File: config.mk
export PLATFORM = sky130hd
export DESIGN_NAME = exec_wb_lane_pipe
export DESIGN_NICKNAME = d
export VERILOG_FILES = /design/src/rtl/exec_wb_lane_pipe.sv
export SDC_FILE = /design/constraint.sdc
export NUM_CORES = 1
export LEC_CHECK = 0
export BUFFER_PORTS_ARGS = -buffer_cell sky130_fd_sc_hd__buf_2
export CORE_MARGIN = 1.5
export CORE_UTILIZATION = 35
export DETAILED_ROUTE_END_ITERATION = 10
export SETUP_SLACK_MARGIN = 0.02
export SLEW_MARGIN = 20
export SYNTH_ARGS = -nofsm -noshare
export SYNTH_HDL_FRONTEND = slang
export SYNTH_SLANG_ARGS = --single-unit
File: constraint.sdc
create_clock -name clk -period 27.3 [get_ports clk]
set_input_delay 5.46 -clock clk [delete_from_list [all_inputs] [get_ports clk]]
set_output_delay 5.46 -clock clk [all_outputs]
set_load 0.005 [all_outputs]
File: src/rtl/exec_wb_lane_pipe.sv
// One 16-bit execution lane: S1 input capture, S2 compute, output register.
// An op accepted at edge N is presented on the outputs after edge N+2.
module exec_wb_lane_pipe #(
    parameter int WIDTH = 16,
    parameter int TAG_W = 8
) (
    input  logic             clk,
    input  logic             reset,
    input  logic             in_valid,
    input  logic [3:0]       in_opcode,
    input  logic [7:0]       in_imm,
    input  logic [WIDTH-1:0] in_a,
    input  logic [WIDTH-1:0] in_x,
    input  logic [TAG_W-1:0] in_tag,
    input  logic             stall,
    input  logic             flush,
    output logic             out_valid,
    output logic             out_wen,
    output logic [WIDTH-1:0] out_result,
    output logic [TAG_W-1:0] out_tag,
    output logic             out_zero,
    output logic             out_neg
);

    localparam logic [3:0] OP_MOVL = 4'b0100;
    localparam logic [3:0] OP_MOVH = 4'b0101;

    logic             s1_valid;
    logic [3:0]       s1_opcode;
    logic [7:0]       s1_imm;
    logic [WIDTH-1:0] s1_a;
    logic [WIDTH-1:0] s1_x;
    logic [TAG_W-1:0] s1_tag;

    logic             s2_valid;
    logic             s2_wen;
    logic [WIDTH-1:0] s2_result;
    logic [TAG_W-1:0] s2_tag;

    logic [WIDTH-1:0] alu_result;
    logic             alu_wen;

    // opcode[3] only selects scalar vs vector; the per-element arithmetic is identical.
    always_comb begin
        // NOTE: defaults first so every path assigns both outputs and no latch is inferred.
        alu_result = s1_a;
        alu_wen    = 1'b0;
        if (!s1_opcode[2]) begin
            alu_wen = 1'b1;
            unique case (s1_opcode[1:0])
                2'd0: alu_result = s1_a + s1_x;
                2'd1: alu_result = s1_a - s1_x;
                2'd2: alu_result = s1_a * s1_x;
                2'd3: alu_result = (s1_x == '0) ? '1 : s1_a / s1_x;
            endcase
        end else if (s1_opcode == OP_MOVL) begin
            alu_wen    = 1'b1;
            alu_result = WIDTH'($signed(s1_imm));
        end else if (s1_opcode == OP_MOVH) begin
            alu_wen    = 1'b1;
            alu_result = WIDTH'({s1_imm, s1_x[7:0]});
        end
    end

    // NOTE: non-blocking assignments so every stage samples the previous-cycle value of the one before it.
    always_ff @(posedge clk) begin
        if (reset) begin
            s1_valid   <= 1'b0;
            s1_opcode  <= '0;
            s1_imm     <= '0;
            s1_a       <= '0;
            s1_x       <= '0;
            s1_tag     <= '0;
            s2_valid   <= 1'b0;
            s2_wen     <= 1'b0;
            s2_result  <= '0;
            s2_tag     <= '0;
            out_valid  <= 1'b0;
            out_wen    <= 1'b0;
            out_result <= '0;
            out_tag    <= '0;
        end else if (flush) begin
            // Flush wins over stall; data registers keep stale values behind cleared valids.
            s1_valid  <= 1'b0;
            s2_valid  <= 1'b0;
            out_valid <= 1'b0;
            out_wen   <= 1'b0;
        end else if (!stall) begin
            s1_valid   <= in_valid;
            s1_opcode  <= in_opcode;
            s1_imm     <= in_imm;
            s1_a       <= in_a;
            s1_x       <= in_x;
            s1_tag     <= in_tag;
            s2_valid   <= s1_valid;
            s2_wen     <= s1_valid & alu_wen;
            s2_result  <= alu_result;
            s2_tag     <= s1_tag;
            out_valid  <= s2_valid;
            out_wen    <= s2_valid & s2_wen;
            out_result <= s2_result;
            out_tag    <= s2_tag;
        end
    end

    assign out_zero = out_valid & (out_result == '0);
    assign out_neg  = out_valid & out_result[WIDTH-1];

endmodule

* After elaboration in Yosys (flattened, before gate mapping)
Index checks and enable logic that the tools add are counted.
** Storage, ports and cells
- Input bits :: 57
- Output and inout bits :: 28
- Register bits :: 105
- Logic and storage cells :: 42
** Operators by class
- Multiply operators :: 1
- Div/mod/pow operators :: 1
- Bitwise gates (word level) :: 6
- Eq/ne operators :: 5
- Mux-type cells :: 8
- Reduce and logical (&&, ||, !) cells :: 5
- $add $sub $neg :: 2
** Operators with widths (number)
- 16-bit two-way mux :: 4
- 16-bit one-hot mux with 4 select lines :: 1
- 16-bit logical NOT :: 2
- 16-bit adder :: 1
- 16-bit by 16-bit divider with 16-bit output :: 1
- 16-bit by 16-bit multiplier with 16-bit output :: 1
- 16-bit subtractor :: 1
- 4-bit by 3-bit equality test with 1-bit output, second input constant :: 2
- 1-bit AND :: 4
- 2-bit equality test, second input constant :: 2
- 1-bit two-way mux :: 3
- 2-bit by 1-bit equality test with 1-bit output, second input constant :: 1
- 2-bit logical NOT :: 1
- 1-bit inverter :: 2
- 2-bit AND reduction :: 1
- 2-bit OR reduction :: 1

* Longest topological paths before layout
Gate-level depths: netlist of the first run.
- Depth after elaboration :: 5
- Depth in mapped cells :: 133
- Depth with buffers taken out :: 124

* Least setup slack after synthesis of the first run
OpenSTA, ideal clock, no wires.
- Kind :: register to register
- Start point :: reg s1_x[0]
- End point :: reg s2_result[0]
- Cell stages (with the launch flop) :: 121
- Arrival time :: 26147 ps
- Library setup time :: 131 ps
- Period minus slack after synthesis :: 26278 ps
- Path buffers :: 11
- Required time :: 27169 ps
- Setup slack :: 1022 ps
- Path through :: dfxtp_1 -> inv_1 -> ha_1 -> o21ai_0 -> or3_1 -> nand2_1 -> o21ai_0 -> ha_1 -> or3_1 -> a21oi_1 -> a31oi_1 -> o22a_1 -> ha_1 -> a21oi_1 -> nand2_1 -> a31o_2 -> and2_1 -> ha_1 -> (+85 left out) -> ha_1 -> o211ai_1 -> a21oi_1 -> nor2_1 -> o21ai_0 -> a21oi_1 -> a211oi_1 -> clkbuf_1 -> mux2_2 -> ha_1 -> a21o_1 -> a21o_1 -> a21o_1 -> a21o_1 -> a21o_1 -> a21o_1 -> a311oi_1 -> nor3_1
** Between the ends
- Longest elaborated chain between the ends :: 4
- Elaborated cells between the ends (all ways) :: 10
- Classes of those cells :: 2 x add/sub; 1 x mul; 1 x div; 5 x mux; 1 x reduce/logical
** Ends and longest elaborated chain
- from (decl) :: line 32 : logic [WIDTH-1:0] s1_x;
- from (signal assigned) :: line 93 : s1_x <= in_x;
- 16-bit by 16-bit divider with 16-bit output / 16-bit logical NOT (equally long branches) :: line 54 : 2'd3: alu_result = (s1_x == '0) ? '1 : s1_a / s1_x;
- 16-bit two-way mux :: line 54
- 16-bit one-hot mux with 4 select lines :: line 50 : unique case (s1_opcode[1:0])
- 16-bit two-way mux (*) :: line 48 : if (!s1_opcode[2]) begin
- to (signal assigned) :: line 97 : s2_result <= alu_result;
- to (decl) :: line 37 : logic [WIDTH-1:0] s2_result;
Every way passes the cells marked *; elsewhere a longest branch is shown, timed or not.
A chain may end at the register's enable or synchronous reset.

* Worst setup path in the final report of the first run
Ends and elaborated chain as after synthesis.

==> impl_metrics.prom, run 1 <==
# TYPE chip_impl_metric gauge
chip_impl_info{name="outcome",value="finished clean"} 1
chip_impl_info{name="critPathMostFrequentCell",value="ha_1"} 1
chip_impl_metric{name="htree_levels",unit=""} 3
chip_impl_metric{name="synth_cells",unit=""} 2143
chip_impl_metric{name="grt_use_met1",unit="%"} 32.72
chip_impl_metric{name="postCtsHoldBufs",unit=""} 0
chip_impl_metric{name="worst-endpoint-required",unit="ns"} 27.53
chip_impl_metric{name="remaining_drc_errors",unit=""} 0
chip_impl_metric{name="drive_gt1_share",unit="%"} 13.97
chip_impl_metric{name="n_antenna_cell",unit=""} 0
chip_impl_metric{name="worstPathArrival",unit="ns"} 26.12
chip_impl_metric{name="final_number_of_max_transition_violations",unit=""} 0
chip_impl_metric{name="synth-seq-area-share",unit="%"} 13.22
chip_impl_metric{name="synth_area",unit="mm2"} 0.01590
chip_impl_metric{name="cpPeakStageDelay",unit="ns"} 0.48
chip_impl_metric{name="number_of_antenna_violations_at_the_first_check_in_global_routing",unit=""} 0
chip_impl_metric{name="first_global_vias",unit=""} 15690
chip_impl_info{name="postSynth.topFlopCell",value="dfxtp_1"} 1
chip_impl_info{name="top_usage_layer",value="met2"} 1
chip_impl_metric{name="detailed_place_hpwl",unit="um"} 43450
chip_impl_metric{name="synth_cell_types",unit=""} 82
chip_impl_metric{name="ys_seq_elements",unit=""} 105
chip_impl_metric{name="globalRoute.totalOverflow",unit=""} 0
chip_impl_metric{name="synthToLayoutAreaGrowth",unit="%"} 13.05
chip_impl_metric{name="nets",unit=""} 2564
chip_impl_metric{name="period_share",unit="%"} 94.81
chip_impl_metric{name="core-area",unit="mm2"} 0.04451
chip_impl_metric{name="ys_async_sr_fraction",unit="%"} 0
chip_impl_metric{name="grt_util_met2",unit="%"} 39.86
chip_impl_metric{name="floorplan.initialDensity",unit="%"} 35.73
chip_impl_metric{name="firstDrtPassIters",unit=""} 5
chip_impl_metric{name="worstPathMaxFanout",unit=""} 14
chip_impl_metric{name="synth_area_per_cell",unit="um2"} 7.420
chip_impl_metric{name="layout.filler_cells",unit=""} 4654
chip_impl_metric{name="grt_first_pass_wirelength",unit="um"} 89020
chip_impl_metric{name="grt_max_degree",unit=""} 107
chip_impl_metric{name="die_x",unit="um"} 216.2
chip_impl_metric{name="clk_path_buf_depth",unit=""} 2
chip_impl_metric{name="post-synth-top-area-fraction",unit="%"} 16.13
chip_impl_metric{name="grt.total_usage",unit="%"} 24.33
chip_impl_info{name="cts_tree",value="done"} 1
chip_impl_metric{name="floorplan.io_pins",unit=""} 85
chip_impl_metric{name="grt.met3_usage",unit="%"} 2.582
chip_impl_metric{name="finalWeightedCongestion",unit=""} 0.9855
chip_impl_metric{name="clock_sinks",unit=""} 105
chip_impl_metric{name="synthesized_net_count",unit=""} 2486
chip_impl_metric{name="antenna_violating_nets_post_route",unit=""} 0
chip_impl_metric{name="finalWirelength",unit="um"} 58120
chip_impl_metric{name="worst_setup_hold_path_clk_slew",unit="ns"} 0.09
chip_impl_metric{name="viasPerCell",unit=""} 5.749
chip_impl_info{name="start_kind",value="flop"} 1
chip_impl_metric{name="port_buffers",unit=""} 84
chip_impl_metric{name="fin_area",unit="mm2"} 0.01798
chip_impl_info{name="synth_top_cells_by_area",value="ha_1 16%, dfxtp_1 13%, fa_1 10%, nand2_1 8.6%, a21oi_1 6.3%"} 1
chip_impl_metric{name="max_freq",unit="GHz"} 0.03863
chip_impl_metric{name="route.detailed.wl_per_inst",unit="um"} 20.63
chip_impl_metric{name="detail_route.iter0.violations",unit=""} 1273
chip_impl_info{name="synth_largest_area_cell",value="ha_1"} 1
chip_impl_metric{name="dr_total_vias",unit=""} 16200
chip_impl_metric{name="final_hold_viol_count",unit=""} 0
chip_impl_metric{name="maxCapViolCount",unit=""} 0
chip_impl_metric{name="dieHeight",unit="um"} 216.2
chip_impl_info{name="slowest_stage",value="a2111oi_2"} 1
chip_impl_info{name="worst_hold_path_type",value="flop to flop"} 1
chip_impl_info{name="crit_type",value="flop to flop"} 1
chip_impl_info{name="endpoint_kind",value="flop"} 1
chip_impl_metric{name="worst_clock_skew",unit="ns"} 0.01716
chip_impl_metric{name="relSlewSlack",unit="%"} 30.12
chip_impl_metric{name="tightest_slew",unit="ns"} 1.048
chip_impl_metric{name="num_rows",unit=""} 77
chip_impl_info{name="root_buffer",value="clkbuf_16"} 1
chip_impl_metric{name="synth-edff-count",unit=""} 0
chip_impl_metric{name="setup-violations-final",unit=""} 0
chip_impl_metric{name="dieArea",unit="mm2"} 0.04672
chip_impl_metric{name="synth.yosys.warnings",unit=""} 0
chip_impl_metric{name="final_period_minus_worst_setup_slack",unit="ns"} 25.88
chip_impl_metric{name="placed_cell_area",unit="mm2"} 0.01728
chip_impl_info{name="synthMostInstantiatedCell",value="nand2_1"} 1
chip_impl_metric{name="cts_made_buffers",unit=""} 9
chip_impl_info{name="ys_top_cells_by_count",value="365 x nand2_1, 205 x ha_1, 201 x a21oi_1"} 1
chip_impl_metric{name="skew_pair_late_insertion_delay",unit="ns"} 0.38
==> cell usage in the layout (no fill, tap or decap), types with 46 or more instances in the layout <==
| master | n |
|---|---|
| a21oi_1 | 190 |
| dfxtp_1 | 105 |
| xnor2_1 | 85 |
| o21ai_0 | 64 |
| buf_4 | 93 |
| nor3_1 | 46 |
| a21o_1 | 46 |
| buf_2 | 83 |
| nor2_1 | 147 |
| nand2_1 | 362 |
| xor2_1 | 50 |
| ha_1 | 204 |
| inv_1 | 157 |
| fa_1 | 81 |
==> logic make-up (layout without fill, tap and decap cells) <==
family | Yosys count | in the layout | share of synthesized area (%)
simple gates | 755 | 755 | 21.35
compound gates | 543 | 543 | 22.04
fa+ha+maj | 286 | 286 | 26.33
buf+inv | 275 | 358 | 6.657
xor+xnor | 135 | 135 | 7.436
flops | 105 | 105 | 13.22
mux | 44 | 44 | 2.974
==> registers in the layout, indices dropped and copies added, names as in the netlist <==
| signal | cells |
|---|---|
| s2_tag | 8 |
| s2_wen | 1 |
| s1_a | 16 |
| out_result | 16 |
| s2_result | 16 |
| s1_opcode | 4 |
| s1_valid | 1 |
| s1_imm | 8 |
| s1_x | 16 |
| s1_tag | 8 |
| out_tag | 8 |
| out_valid | 1 |
| s2_valid | 1 |
| out_wen | 1 |
==> critical path, delay by kind of cell (launching register included) <==
kind	cells	cell delay (ns)
and+or+nand+nor	27	5.40
AOI/OAI and AO/OA	57	12.02
adders and majority gates	16	5.13
DFF	1	0.37
muxes	5	1.51
buffers and inverters	8	1.29
==> through the flow <==
step,utilization [%],setup slack [ns],setup TNS (ns),hold slack (ns),instances
after global routing,40.39,-0.03195,-0.03195,0.4711,2818
after detailed placement,38.82,-0.2042,-0.2042,0.4451,2793
after CTS,39.56,0.1570,0,0.4550,2809
after global placement,38.82,0.4069,0,0.4372,2793
after floorplan,-,1.022,0,0.4287,2143
final,40.39,1.416,0,0.4453,2818
==> routing by layer <==
metal / wire length [um] / vias to the layer above / share of wire [%]
met3: 4370 / 140 / 7.5
met4: 2231 / 0 / 3.8
met1: 25160 / 7732 / 43
met2: 26360 / 705 / 45
li1: - / 7623 / -
met5: 0 / - / 0
==> area by class of cell <==
cell class | count | area (um2) | area share, %
sequential | 105 | 2102 | 11.69
tap | 592 | 740.7 | 4.121
clock buffer | 9 | 225.2 | 1.253
inverter | 163 | 615.6 | 3.425
timing repair buffer | 179 | 1147 | 6.383
multi-input combinational | 1763 | 13050 | 72.62
clock inverter | 7 | 91.34 | 0.5081
==> final timing paths <==
kind	to	depth (start not counted)	startpoint	slack [ns]
worst min register to register	s2_tag[4]	2	s1_tag[4]	0.45
worst max register to register	s2_result[0]	113	s1_x[0]	1.42
worst max-delay path	s2_result[0]	113	s1_x[0]	1.42
worst min-delay path	s2_tag[4]	2	s1_tag[4]	0.45
==> timing repair <==
item,CTS,global route
setup endpoints to repair,1,2
gates resized for setup,3,70
pin swaps,0,13
setup buffers,0,9
Power of run 1 is not shown: default switching activity piles up to over one toggle a cycle in this logic, so the estimate is an artifact.
==> inputs of run 2 (changes only) <==
Settings changed: CELL_PAD_IN_SITES_DETAIL_PLACEMENT set to 0, CELL_PAD_IN_SITES_GLOBAL_PLACEMENT set to 1, PLACE_DENSITY_LB_ADDON set to 0.1.
==> run 2 against run 1 <==
  * First-iteration DRC count fell by 22%
  * Register-to-register slack got worse by 0.04 ns
  * Design area rose by 0.98%
  * Setup slack got worse by 0.041 ns
  * Routed wire length rose by 7.0%
  * Sequential share of layout area fell by 0.10 points
  * Via count fell by 2.3%
  * Maximum frequency fell by 0.16%
  * Clock skew rose by 0.0020 ns
  * Hold slack improved by 0.0048 ns
  * Global-route usage rose by 2.1 points
  * Highest routed layer unchanged
==> impl_metrics.prom, run 2 (synthesis gave the netlist of run 1 again) <==
# TYPE chip_impl_metric gauge
chip_impl_metric{name="core-area",unit="mm2"} 0.04451
chip_impl_metric{name="clock_sinks",unit=""} 105
chip_impl_metric{name="detail_route.iter0.violations",unit=""} 999
chip_impl_info{name="crit_type",value="flop to flop"} 1
chip_impl_metric{name="worstPathArrival",unit="ns"} 26.16
chip_impl_metric{name="detailed_place_hpwl",unit="um"} 46620
chip_impl_metric{name="htree_levels",unit=""} 3
chip_impl_metric{name="n_antenna_cell",unit=""} 0
chip_impl_info{name="slowest_stage",value="o41a_1"} 1
chip_impl_metric{name="tightest_slew",unit="ns"} 0.9318
chip_impl_metric{name="grt_max_degree",unit=""} 79
chip_impl_metric{name="floorplan.initialDensity",unit="%"} 35.73
chip_impl_info{name="outcome",value="finished clean"} 1
chip_impl_metric{name="final_hold_viol_count",unit=""} 0
chip_impl_metric{name="number_of_antenna_violations_at_the_first_check_in_global_routing",unit=""} 1
chip_impl_metric{name="wl_met1",unit="um"} 28980
chip_impl_metric{name="drive_gt1_share",unit="%"} 14.89
chip_impl_metric{name="antenna_violating_nets_post_route",unit=""} 0
chip_impl_metric{name="dr_total_vias",unit=""} 15830
chip_impl_metric{name="multi_input_logic_area",unit="mm2"} 0.01321
chip_impl_metric{name="floorplan.io_pins",unit=""} 85
chip_impl_metric{name="finalWeightedCongestion",unit=""} 0.9093
chip_impl_metric{name="met3WireLength",unit="um"} 2609
chip_impl_metric{name="remaining_drc_errors",unit=""} 0
chip_impl_metric{name="worst_clock_skew",unit="ns"} 0.01916
chip_impl_metric{name="holdPathStages",unit=""} 2
chip_impl_metric{name="layout.filler_cells",unit=""} 4735
chip_impl_metric{name="maxCapViolCount",unit=""} 0
chip_impl_info{name="critPathMostFrequentCell",value="ha_1"} 1
chip_impl_metric{name="dieHeight",unit="um"} 216.2
chip_impl_metric{name="grt.total_usage",unit="%"} 26.41
chip_impl_metric{name="first_global_vias",unit=""} 15660
chip_impl_info{name="start_kind",value="flop"} 1
chip_impl_metric{name="final_number_of_max_transition_violations",unit=""} 0
chip_impl_metric{name="setup-violations-final",unit=""} 0
chip_impl_metric{name="period_share",unit="%"} 94.96
chip_impl_metric{name="dieArea",unit="mm2"} 0.04672
chip_impl_metric{name="skew_pair_late_insertion_delay",unit="ns"} 0.38
chip_impl_metric{name="grt_first_pass_wirelength",unit="um"} 94920
chip_impl_metric{name="cts_made_buffers",unit=""} 9
chip_impl_metric{name="firstDrtPassIters",unit=""} 7
chip_impl_info{name="layout_common_cells",value="360 x nand2_1, 201 x ha_1, 192 x a21oi_1"} 1
chip_impl_metric{name="met2_length",unit="um"} 29070
chip_impl_metric{name="die_x",unit="um"} 216.2
chip_impl_metric{name="seq_area",unit="mm2"} 0.002105
chip_impl_info{name="cts_tree",value="done"} 1
chip_impl_metric{name="worst-endpoint-required",unit="ns"} 27.54
chip_impl_metric{name="worstPathMaxFanout",unit=""} 12
chip_impl_metric{name="instances_no_fill",unit=""} 2821
chip_impl_metric{name="synthToLayoutAreaGrowth",unit="%"} 14.16
chip_impl_metric{name="finalWirelength",unit="um"} 62170
chip_impl_metric{name="post-place-cells",unit=""} 2782
chip_impl_metric{name="nets",unit=""} 2567
chip_impl_metric{name="port_buffers",unit=""} 84
chip_impl_metric{name="viasPerCell",unit=""} 5.610
chip_impl_metric{name="final_period_minus_worst_setup_slack",unit="ns"} 25.92
chip_impl_info{name="worst_hold_path_type",value="flop to flop"} 1
chip_impl_info{name="endpoint_kind",value="flop"} 1
chip_impl_info{name="root_buffer",value="clkbuf_16"} 1
chip_impl_metric{name="ff2ff_path_depth",unit=""} 115
chip_impl_metric{name="route.detailed.wl_per_inst",unit="um"} 22.04
chip_impl_metric{name="worst_setup_hold_path_clk_slew",unit="ns"} 0.09
chip_impl_info{name="mostFrequentLayoutCell",value="nand2_1"} 1
chip_impl_metric{name="globalRoute.totalOverflow",unit=""} 0
chip_impl_metric{name="max_freq",unit="GHz"} 0.03857
chip_impl_metric{name="clk_path_buf_depth",unit=""} 2
chip_impl_metric{name="cpPeakStageDelay",unit="ns"} 0.52
chip_impl_metric{name="relSlewSlack",unit="%"} 37.80
chip_impl_metric{name="num_rows",unit=""} 77
chip_impl_info{name="top_layer_used",value="met4"} 1
[run 2: changes by cell type in the layout (fill, tap and decap cells not counted), moves of 3 or more]
cell and delta:
a211oi_1 -4, a211oi_2 +4, ha_1 -3, ha_4 +3
[run 2: worst max-delay path: cells and delay by family, from the launching register on]
family	cells	cell delay (ns)
AOI/OAI and AO/OA	56	11.72
and+or+nand+nor	30	5.55
buffers and inverters	8	1.41
adders and majority gates	15	4.82
DFF	1	0.38
muxes	6	1.88
[run 2: what timing repair did]
action                     4_1_cts  5_1_grt
buffers inserted                 0       23
setup endpoints to repair        1        2
pin swaps                        0       22
hold buffers                     0        0
resized for setup               12       90
[run 2: through the flow]
| stage | setup TNS, ns | util, % | area [um2] | hold slack (ns) | worst slack (ns) |
|---|---|---|---|---|---|
| 6_report | 0 | 40.78 | 18150 | 0.4501 | 1.375 |
| 4_1_cts | 0 | 39.43 | 17550 | 0.4493 | 0.05890 |
| 5_1_grt | -0.1389 | 40.78 | 18150 | 0.4709 | -0.1389 |
| 2_1_floorplan | 0 | - | 15900 | 0.4287 | 1.022 |
| 3_3_place_gp | -0.2857 | 38.64 | 17200 | 0.4384 | -0.2857 |
| 3_5_place_dp | -0.7389 | 38.64 | 17200 | 0.4430 | -0.7389 |
[run 2: layout make-up]
type	instances	area share, %
inverter	163	3.412
timing repair buffer	182	6.465
clock buffer	9	1.241
clock inverter	7	0.4618
tap	592	4.081
sequential	105	11.59
multi-input combinational	1763	72.75
[run 2: final timing paths]
kind | startpoint | to | slack (ns)
setup reg to reg | s1_x[6] | s2_result[0] | 1.38
hold / removal | s2_result[5] | out_result[5] | 0.45
setup / recovery | s1_x[6] | s2_result[0] | 1.38
hold reg to reg | s2_result[5] | out_result[5] | 0.45
[run 2: routing by layer]
| metal | up-vias | track usage (%) |
|---|---|---|
| li1 | 7637 | - |
| met1 | 7712 | 36.55 |
| met2 | 391 | 44.67 |
| met3 | 86 | 1.825 |
| met4 | 0 | 6.204 |
| met5 | - | 0 |
Power of run 2 is left out for the same reason.
